==> src/rtl/adma_descriptor_fetch.sv <==
// ADMA descriptor fetch: reads one 96-bit descriptor as three 32-bit beats
// over an enb/ack memory port, then reports Valid and error status.
module adma_descriptor_fetch #(
  parameter int unsigned TIMEOUT_CYCLES = 255
) (
  input  logic        clk,
  input  logic        reset_n,
  input  logic        fetch_req,
  input  logic [63:0] sys_adr,
  input  logic        abort,
  output logic        mem_rd_enb,
  output logic [63:0] mem_rd_addr,
  input  logic        mem_rd_ack,
  input  logic [31:0] mem_rd_data,
  output logic        busy,
  output logic        desc_ready,
  output logic [95:0] descriptor_line,
  output logic        desc_invalid,
  output logic        fetch_error
);

  localparam int unsigned CW = (TIMEOUT_CYCLES > 1) ? $clog2(TIMEOUT_CYCLES + 1) : 1;
  localparam logic [CW-1:0] TMO_LIMIT = CW'(TIMEOUT_CYCLES);

  typedef enum logic [2:0] {
    S_IDLE,
    S_REQ,
    S_WAIT,
    S_NEXT,
    S_CHECK,
    S_ERR
  } state_e;

  state_e        state_q, state_d;
  logic [63:0]   base_q, base_d;
  logic [1:0]    beat_q, beat_d;
  logic [CW-1:0] tmo_q, tmo_d;
  logic          mem_rd_enb_q, mem_rd_enb_d;
  logic [63:0]   mem_rd_addr_q, mem_rd_addr_d;
  logic          busy_q, busy_d;
  logic          desc_ready_q, desc_ready_d;
  logic [95:0]   line_q, line_d;
  logic          desc_invalid_q, desc_invalid_d;
  logic          fetch_error_q, fetch_error_d;
  logic [1:0]    beat_inc;
  logic [CW-1:0] tmo_inc;

  always_comb begin
    state_d        = state_q;
    base_d         = base_q;
    beat_d         = beat_q;
    tmo_d          = tmo_q;
    mem_rd_enb_d   = mem_rd_enb_q;
    mem_rd_addr_d  = mem_rd_addr_q;
    desc_ready_d   = 1'b0;
    line_d         = line_q;
    desc_invalid_d = desc_invalid_q;
    fetch_error_d  = fetch_error_q;
    beat_inc       = beat_q + 2'd1;
    tmo_inc        = tmo_q + 1'b1;

    // Outputs are registered, so each one is set on the transition into the
    // state that owns it rather than while sitting in that state.
    case (state_q)
      S_IDLE: begin
        if (fetch_req) begin
          base_d         = sys_adr;
          beat_d         = 2'd0;
          desc_invalid_d = 1'b0;
          fetch_error_d  = 1'b0;
          if (sys_adr[1:0] != 2'b00) begin
            state_d       = S_ERR;
            fetch_error_d = 1'b1;
            desc_ready_d  = 1'b1;
          end else begin
            state_d       = S_REQ;
            mem_rd_enb_d  = 1'b1;
            mem_rd_addr_d = sys_adr;
          end
        end
      end
      S_REQ: begin
        tmo_d   = '0;
        state_d = S_WAIT;
      end
      S_WAIT: begin
        if (mem_rd_ack) begin
          case (beat_q)
            2'd0:    line_d[31:0]  = mem_rd_data;
            2'd1:    line_d[63:32] = mem_rd_data;
            default: line_d[95:64] = mem_rd_data;
          endcase
          mem_rd_enb_d = 1'b0;
          state_d      = S_NEXT;
        end else begin
          tmo_d = tmo_inc;
          if (tmo_inc == TMO_LIMIT) begin
            mem_rd_enb_d  = 1'b0;
            state_d       = S_ERR;
            fetch_error_d = 1'b1;
            desc_ready_d  = 1'b1;
          end
        end
      end
      S_NEXT: begin
        if (beat_q < 2'd2) begin
          beat_d        = beat_inc;
          mem_rd_enb_d  = 1'b1;
          mem_rd_addr_d = base_q + 64'({beat_inc, 2'b00});
          state_d       = S_REQ;
        end else begin
          state_d        = S_CHECK;
          desc_ready_d   = 1'b1;
          desc_invalid_d = ~line_q[0];
        end
      end
      S_CHECK: state_d = S_IDLE;
      S_ERR:   state_d = S_IDLE;
      default: state_d = S_IDLE;
    endcase

    // Abort overrides everything above, including a same-cycle ack.
    if (abort && (state_q != S_IDLE)) begin
      state_d        = S_IDLE;
      mem_rd_enb_d   = 1'b0;
      desc_ready_d   = 1'b0;
      line_d         = line_q;
      desc_invalid_d = desc_invalid_q;
      fetch_error_d  = fetch_error_q;
    end

    busy_d = (state_d != S_IDLE);
  end

  always_ff @(posedge clk or negedge reset_n) begin
    if (!reset_n) begin
      state_q        <= S_IDLE;
      base_q         <= '0;
      beat_q         <= '0;
      tmo_q          <= '0;
      mem_rd_enb_q   <= 1'b0;
      mem_rd_addr_q  <= '0;
      busy_q         <= 1'b0;
      desc_ready_q   <= 1'b0;
      line_q         <= '0;
      desc_invalid_q <= 1'b0;
      fetch_error_q  <= 1'b0;
    end else begin
      state_q        <= state_d;
      base_q         <= base_d;
      beat_q         <= beat_d;
      tmo_q          <= tmo_d;
      mem_rd_enb_q   <= mem_rd_enb_d;
      mem_rd_addr_q  <= mem_rd_addr_d;
      busy_q         <= busy_d;
      desc_ready_q   <= desc_ready_d;
      line_q         <= line_d;
      desc_invalid_q <= desc_invalid_d;
      fetch_error_q  <= fetch_error_d;
    end
  end

  assign mem_rd_enb      = mem_rd_enb_q;
  assign mem_rd_addr     = mem_rd_addr_q;
  assign busy            = busy_q;
  assign desc_ready      = desc_ready_q;
  assign descriptor_line = line_q;
  assign desc_invalid    = desc_invalid_q;
  assign fetch_error     = fetch_error_q;

endmodule

==> config.mk <==
export PLATFORM = sky130hd
export DESIGN_NAME = adma_descriptor_fetch
export DESIGN_NICKNAME = d
export VERILOG_FILES = /design/src/rtl/adma_descriptor_fetch.sv
export SDC_FILE = /design/constraint.sdc
export NUM_CORES = 1
export LEC_CHECK = 0
export ABC_CLOCK_PERIOD_IN_PS = 2800
export BUFFER_PORTS_ARGS = -buffer_cell sky130_fd_sc_hd__clkbuf_2
export CAP_MARGIN = 5
export CORE_AREA = 2 2 182 184
export CTS_CLUSTER_DIAMETER = 30
export DETAILED_ROUTE_END_ITERATION = 8
export DIE_AREA = 0 0 184 186
export PLACE_DENSITY_LB_ADDON = 0.05
export SKIP_CTS_REPAIR_TIMING = 1
export SYNTH_ARGS = -nofsm -noshare
export SYNTH_HDL_FRONTEND = slang
export SYNTH_SLANG_ARGS = --single-unit
==> constraint.sdc <==
create_clock -name clk -period 2.8 [get_ports clk]
set_input_delay 0.14 -clock clk [delete_from_list [all_inputs] [get_ports clk]]
set_output_delay 0.14 -clock clk [all_outputs]
set_load 0.05 [all_outputs]
==> run_results.csv, run 1 <==
group,metric,value,unit
status,status,"finished clean",
cells_and_area,final_cell_mix,"264 x clkbuf_2, 242 x dfrtp_1, 155 x mux2_2, 100 x dlygate4sd3_1, 78 x nor2_1",
sta,relSlewSlack,35.8,%
sta,hold_viol,0,
critical_path,cp-start-kind,"register",
routing,viasPerCell,4.97,
routing,drcViolationCount,0,
cells_and_area,drive_above_1_share,40.6,%
clock_tree,clkLatencyLatePin,0.55,ns
critical_path,required,3.22,ns
sta,skew,0.0213,ns
global_routing,grtUsageMet3,5.91,%
placement,place_congestion,0.769,
clock_tree,cts_root_buf,"clkbuf_16",
logic_synthesis,ys_seq_area_share,54.4,%
global_routing,grt_pass1_wl,52400,µm
routing,drt_first_pass_iters,4,
critical_path,endpoint_kind,"register",
power_and_ir_drop,intPower,13500,µW
global_routing,grt_busiest_layer,"met2",
floorplan,core,32200,µm²
critical_path,cp_num_buf_inv,1,
global_routing,use_met2,31.6,%
power_and_ir_drop,p_switching,9220,µW
floorplan,num_rows,66,
placement,io_buffers,265,
logic_synthesis,synthXorXnorAreaFrac,4.56,%
logic_synthesis,netlist_area,11100,µm²
logic_synthesis,synthAdderAreaFrac,0.853,%
critical_path,critPathMaxStageDelay,0.41,ns
floorplan,floorplan.initialDensity,34.6,%
global_routing,antenna_found_initial,0,
logic_synthesis,synth_flop_cell,"dfrtp_1",
logic_synthesis,synthMuxAreaShare,15.9,%
global_routing,grt_overflow,0,
global_routing,grt_max_degree,88,
power_and_ir_drop,cellPowerDensity,1370,nW/µm²
logic_synthesis,synth_top_family_by_area,"multiplexers",
routing,drt_iter0_drc,320,
logic_synthesis,yosys_warnings,0,
power_and_ir_drop,swShare,40.6,%
cells_and_area,area_delta_synth_final,48.7,%
clock_tree,clkTransAtPathRegs,0.04,ns
sta,finalCriticalPeriod,2.50,ns
logic_synthesis,synth.avg_cell_area,11.4,µm²
logic_synthesis,ys_ff_latch,242,
cells_and_area,nets,1499,
routing,drtAntennaViolNets,0,
floorplan,ios,266,
critical_path,cp_max_fo,16,
global_routing,grtUsageMet1,24.9,%
floorplan,dieHeight,186,µm
logic_synthesis,synth_top_area_share,54.4,%
power_and_ir_drop,leakage,0.00777,µW
cells_and_area,nFillCells,2946,
critical_path,crit_path_cell_trace,"inv_1 -> ha_1 -> fa_1 -> nand2_1 -> nor3_2 -> nand4_4 -> or3_1 -> mux2i_1 -> o21ai_1",
critical_path,critPathTopFamily,"simple AND/OR/NAND/NOR gates",
critical_path,crit_arrival,2.92,ns
clock_tree,h-tree-depth,3,
placement,dp_cells,1627,
logic_synthesis,synth_edf_count,0,
clock_tree,numCtsBuffers,69,
power_and_ir_drop,vdd_drop_max,0.000612,V
cells_and_area,diodes,0,
logic_synthesis,synthDistinctLibCells,57,
critical_path,worstSetupPathType,"register to register",
global_routing,first_global_vias,9382,
floorplan,die_w,184,µm
power_and_ir_drop,comb_power_share,36.7,%
logic_synthesis,yosys.area.top_type,"dfrtp_1",
clock_tree,cts.path.max_buffers,3,
sta,worstMarginPinSlew,0.960,ns
logic_synthesis,synth-simple-area-share,12.8,%
logic_synthesis,synth-compound-area-share,9.04,%
routing,via_count,9218,
sta,maxSlewViolCount,0,
cells_and_area,final_common_cell,"clkbuf_2",
clock_tree,cts_tree,"built",
sta,finalSetupTns,0,ns
global_routing,grt_use_total,19.7,%
power_and_ir_drop,clkPwrFrac,36.3,%
logic_synthesis,syn-num-nets,1088,
critical_path,crit_slowest_cell,"or3_1",
sta,setup_viol,0,
flow_run,drv_cap,0,
logic_synthesis,ys_async_sr_fraction,100,%
sta,fin_crit_sh,89.4,%
clock_tree,tritoncts_num_sinks,242,
routing,routedWlPerCell,18.3,µm
logic_synthesis,postSynthCellCount,980,
sta,rsz0062_at_grt,"false",
hold_path,hold_path.class,"input pin to async pin",
cells_and_area,post_layout_nonfiller_instances,1853,
routing,routed_wirelength,33900,µm
sta,max_freq,399,MHz
logic_synthesis,synth_area_leaders,"dfrtp_1 54%, mux2_2 16%, nor2_1 2.7%",
floorplan,die_area,34200,µm²
placement,dpl.hpwl,22300,µm
power_and_ir_drop,seqPwrFrac,27.0,%
==> worst paths after layout <==
kind                            slack [ns]                   to  cells past startpoint           start
worst max-delay path                  0.30      mem_rd_addr[62]                      9       beat_q[1]
worst min-delay path                  0.22  descriptor_line[83]                      2         reset_n
worst max register to register        0.30      mem_rd_addr[62]                      9       beat_q[1]
worst min register to register        0.47       mem_rd_addr[9]                      2  mem_rd_addr[9]
max in group asynchronous             1.76           base_q[62]                      3         reset_n
min in group clk                      0.35           base_q[47]                      4     sys_adr[47]
==> power groups by stage <==
stage | registers, µW | logic (µW) | clock network [µW]
2_1_floorplan | 9190 | 2950 | 0
3_3_place_gp | 6170 | 8270 | 0
3_5_place_dp | 6180 | 8290 | 0
4_1_cts | 6150 | 8320 | 8380
5_1_grt | 6370 | 8960 | 8600
6_report | 6140 | 8350 | 8240
==> worst reg2reg max path: cells and delay by family (launching register included) <==
kind | cells | cell delay [ns]
adder cells (fa/ha/maj) | 2 | 0.57
multiplexers | 1 | 0.15
buffers and inverters | 1 | 0.07
flip-flops | 1 | 0.37
AND/OR/NAND/NOR | 4 | 1.15
AO/OA/AOI/OAI | 1 | 0.07
==> sequential cells by signal (all words and copies together), names as in the netlist <==
| register | flops |
|---|---|
| descriptor_line | 96 |
| base_q | 64 |
| mem_rd_addr | 64 |
| tmo_q | 8 |
| state_q | 3 |
| beat_q | 2 |
| busy | 1 |
| desc_invalid | 1 |
| desc_ready | 1 |
| fetch_error | 1 |
| mem_rd_enb | 1 |
==> metal layers <==
layer	share of wire, %	vias to the layer above
li1	-	4371
met1	45	4477
met2	46	300
met3	6.6	70
met4	2.7	0
met5	0	-
==> cells by family (layout without fill, tap and decap cells) <==
family          after synthesis  in the layout
mux                         158            158
fa+ha+maj                     7              7
compound gates              174            174
simple gates                276            276
flops                       242            242
xor+xnor                     58             58
buf+inv                      65            530
==> area by class of cell <==
| cell class | count | area (µm²) | share of cell area [%] |
|---|---|---|---|
| inverter | 12 | 45.0 | 0.272 |
| clock buffer | 91 | 1950 | 11.8 |
| clock inverter | 34 | 526 | 3.17 |
| tap | 408 | 510 | 3.08 |
| timing repair buffer | 393 | 2650 | 16.0 |
| sequential | 242 | 6060 | 36.6 |
| multi-input combinational | 673 | 4830 | 29.2 |
==> Yosys cell counts (7+ instances only) <==
master	instances
a21oi_1	50
mux2_2	155
nor3_2	7
o21ai_0	55
o22ai_1	30
nor2_1	79
and3_1	15
nand3_1	35
dfrtp_1	242
xnor2_1	32
nor3_1	9
buf_2	18
xor2_1	26
nand2_1	75
clkbuf_1	30
a31oi_1	9
inv_1	12
nand4_1	16
==> stage by stage <==
stage               total power, µW  utilization (%)  worst slack (ns)  cell area [µm²]  hold slack [ns]
floorplan                     12100                -             0.358            11100           -0.156
global placement              14400             40.6             0.200            13100            0.216
detailed placement            14500             40.6             0.131            13100            0.209
CTS                           22800             48.3             0.137            15600           -0.366
global route                  23900             51.4            0.0457            16600            0.269
finish                        22700             51.4             0.296            16600            0.217
Note: power is estimated with default switching activity, not from simulation.
==> inputs of run 2 (changes only) <==
--- a/config.mk
+++ b/config.mk
@@ -9,6 +9,7 @@
 export BUFFER_PORTS_ARGS = -buffer_cell sky130_fd_sc_hd__clkbuf_2
 export CAP_MARGIN = 5
 export CORE_AREA = 2 2 182 184
+export CTS_BUF_LIST = sky130_fd_sc_hd__clkbuf_8
 export CTS_CLUSTER_DIAMETER = 30
 export DETAILED_ROUTE_END_ITERATION = 8
 export DIE_AREA = 0 0 184 186
==> run 2 against run 1 <==
  * Wire length down 0.44%
  * Critical path depth down 2
  * Worst hold slack got worse by 0.041 ns
  * Non-clock buffer count grew 1
==> run_results.csv, run 2 (synthesis results as in run 1) <==
group,metric,value,unit
status,status,"finished clean",
hold_path,hold_path.class,"input pin to async pin",
clock_tree,numCtsBuffers,69,
sta,rsz0062_at_grt,"false",
routing,drt_first_pass_iters,4,
cells_and_area,area_delta_synth_final,41.2,%
clock_tree,clkTransAtPathRegs,0.05,ns
critical_path,endpoint_kind,"register",
routing,viasPerCell,4.99,
routing,drtAntennaViolNets,0,
sta,finalSetupTns,0,ns
clock_tree,h-tree-depth,3,
sta,timing.final.ws_setup,0.230,ns
power_and_ir_drop,cellPowerDensity,1280,nW/µm²
power_and_ir_drop,leakage,0.00741,µW
clock_tree,clkLatencyLatePin,0.58,ns
critical_path,cp-start-kind,"register",
sta,finalCriticalPeriod,2.57,ns
cells_and_area,final_util,48.9,%
clock_tree,cts.path.max_buffers,3,
routing,via_count,9261,
floorplan,core,32200,µm²
global_routing,antenna_found_initial,0,
placement,place_ws,0.131,ns
global_routing,grt_max_degree,88,
global_routing,grt_pass1_wl,51900,µm
global_routing,grt_use_total,19.5,%
sta,hold_viol,0,
sta,skew,0.0411,ns
routing,drcViolationCount,0,
routing,drt_iter0_drc,295,
routing,routed_wirelength,33800,µm
cells_and_area,largest_reg_flops,96,
floorplan,floorplan.initialDensity,34.6,%
critical_path,crit_arrival,3.01,ns
cells_and_area,diodes,0,
placement,io_buffers,265,
cells_and_area,drive_above_1_share,40.8,%
placement,dpl.hpwl,22300,µm
power_and_ir_drop,vdd_drop_max,0.000602,V
sta,fin_crit_sh,91.8,%
floorplan,ios,266,
cells_and_area,nets,1500,
sta,max_freq,389,MHz
floorplan,dieHeight,186,µm
power_and_ir_drop,finalPower,20100,µW
global_routing,grt_overflow,0,
clock_tree,cts_tree,"built",
critical_path,worstSetupPathType,"register to register",
cells_and_area,final_cell_mix,"264 x clkbuf_2, 242 x dfrtp_1, 155 x mux2_2, 101 x dlygate4sd3_1, 82 x clkbuf_8",
floorplan,die_area,34200,µm²
sta,relSlewSlack,35.4,%
sta,maxSlewViolCount,0,
cells_and_area,final_common_cell,"clkbuf_2",
sta,worstMarginPinSlew,0.966,ns
clock_tree,tritoncts_num_sinks,242,
critical_path,cp_max_fo,8,
critical_path,required,3.25,ns
flow_run,drv_cap,0,
routing,routedWlPerCell,18.2,µm
floorplan,die_w,184,µm
floorplan,num_rows,66,
global_routing,first_global_vias,9314,
placement,place_congestion,0.769,
sta,setup_viol,0,
clock_tree,cts_root_buf,"clkbuf_8",
## run 2: path summary, 6_finish.rpt
kind	depth (start not counted)	startpoint	to	slack [ns]
max in group asynchronous	3	reset_n	base_q[62]	1.78
setup / recovery	7	tmo_q[1]	state_q[1]	0.23
setup reg to reg	7	tmo_q[1]	state_q[1]	0.23
min in group clk	4	sys_adr[47]	base_q[47]	0.35
hold reg to reg	2	mem_rd_addr[9]	mem_rd_addr[9]	0.47
hold / removal	2	reset_n	descriptor_line[78]	0.18
## run 2: cell type report
cell class,instances,area [µm²]
Sequential cell,242,6060
Inverter,12,45.0
Clock buffer,82,1130
Tap cell,408,510
Fill cell,3048,16500
Multi-Input combinational cell,673,4830
Clock inverter,44,507
Timing Repair Buffer,394,2660
## run 2: per-stage QoR
stage	cell area, µm²	cells	hold slack (ns)
final	15700	1855	0.176
after CTS	14700	1753	-0.414
after floorplan	11100	980	-0.156
after global placement	13100	1627	0.216
after detailed placement	13100	1627	0.209
after global routing	15700	1855	0.215
## run 2: metal layers
metal | GRT usage, % | vias to the layer above | share of wire (%)
li1 | - | 4366 | -
met5 | 0 | - | 0
met3 | 5.97 | 66 | 6.6
met2 | 31.5 | 298 | 46
met1 | 24.6 | 4531 | 45
met4 | 7.26 | 0 | 2.5
## run 2: report_power, final
| group | internal (µW) | switching (µW) | leakage [µW] |
|---|---|---|---|
| combinational | 2640 | 5720 | 0.00355 |
| clock | 3630 | 1970 | 0.000851 |
| sequential | 4970 | 1160 | 0.00301 |
## run 2: critical path, stage by stage, from the launching register on
cell	delay [ns]
dfrtp_1	0.42
ha_1	0.34
nand2_1	0.09
o31ai_1	0.22
a32oi_1	0.08
nor3_1	0.49
a2111oi_0	0.21
dlygate4sd3_1	0.61
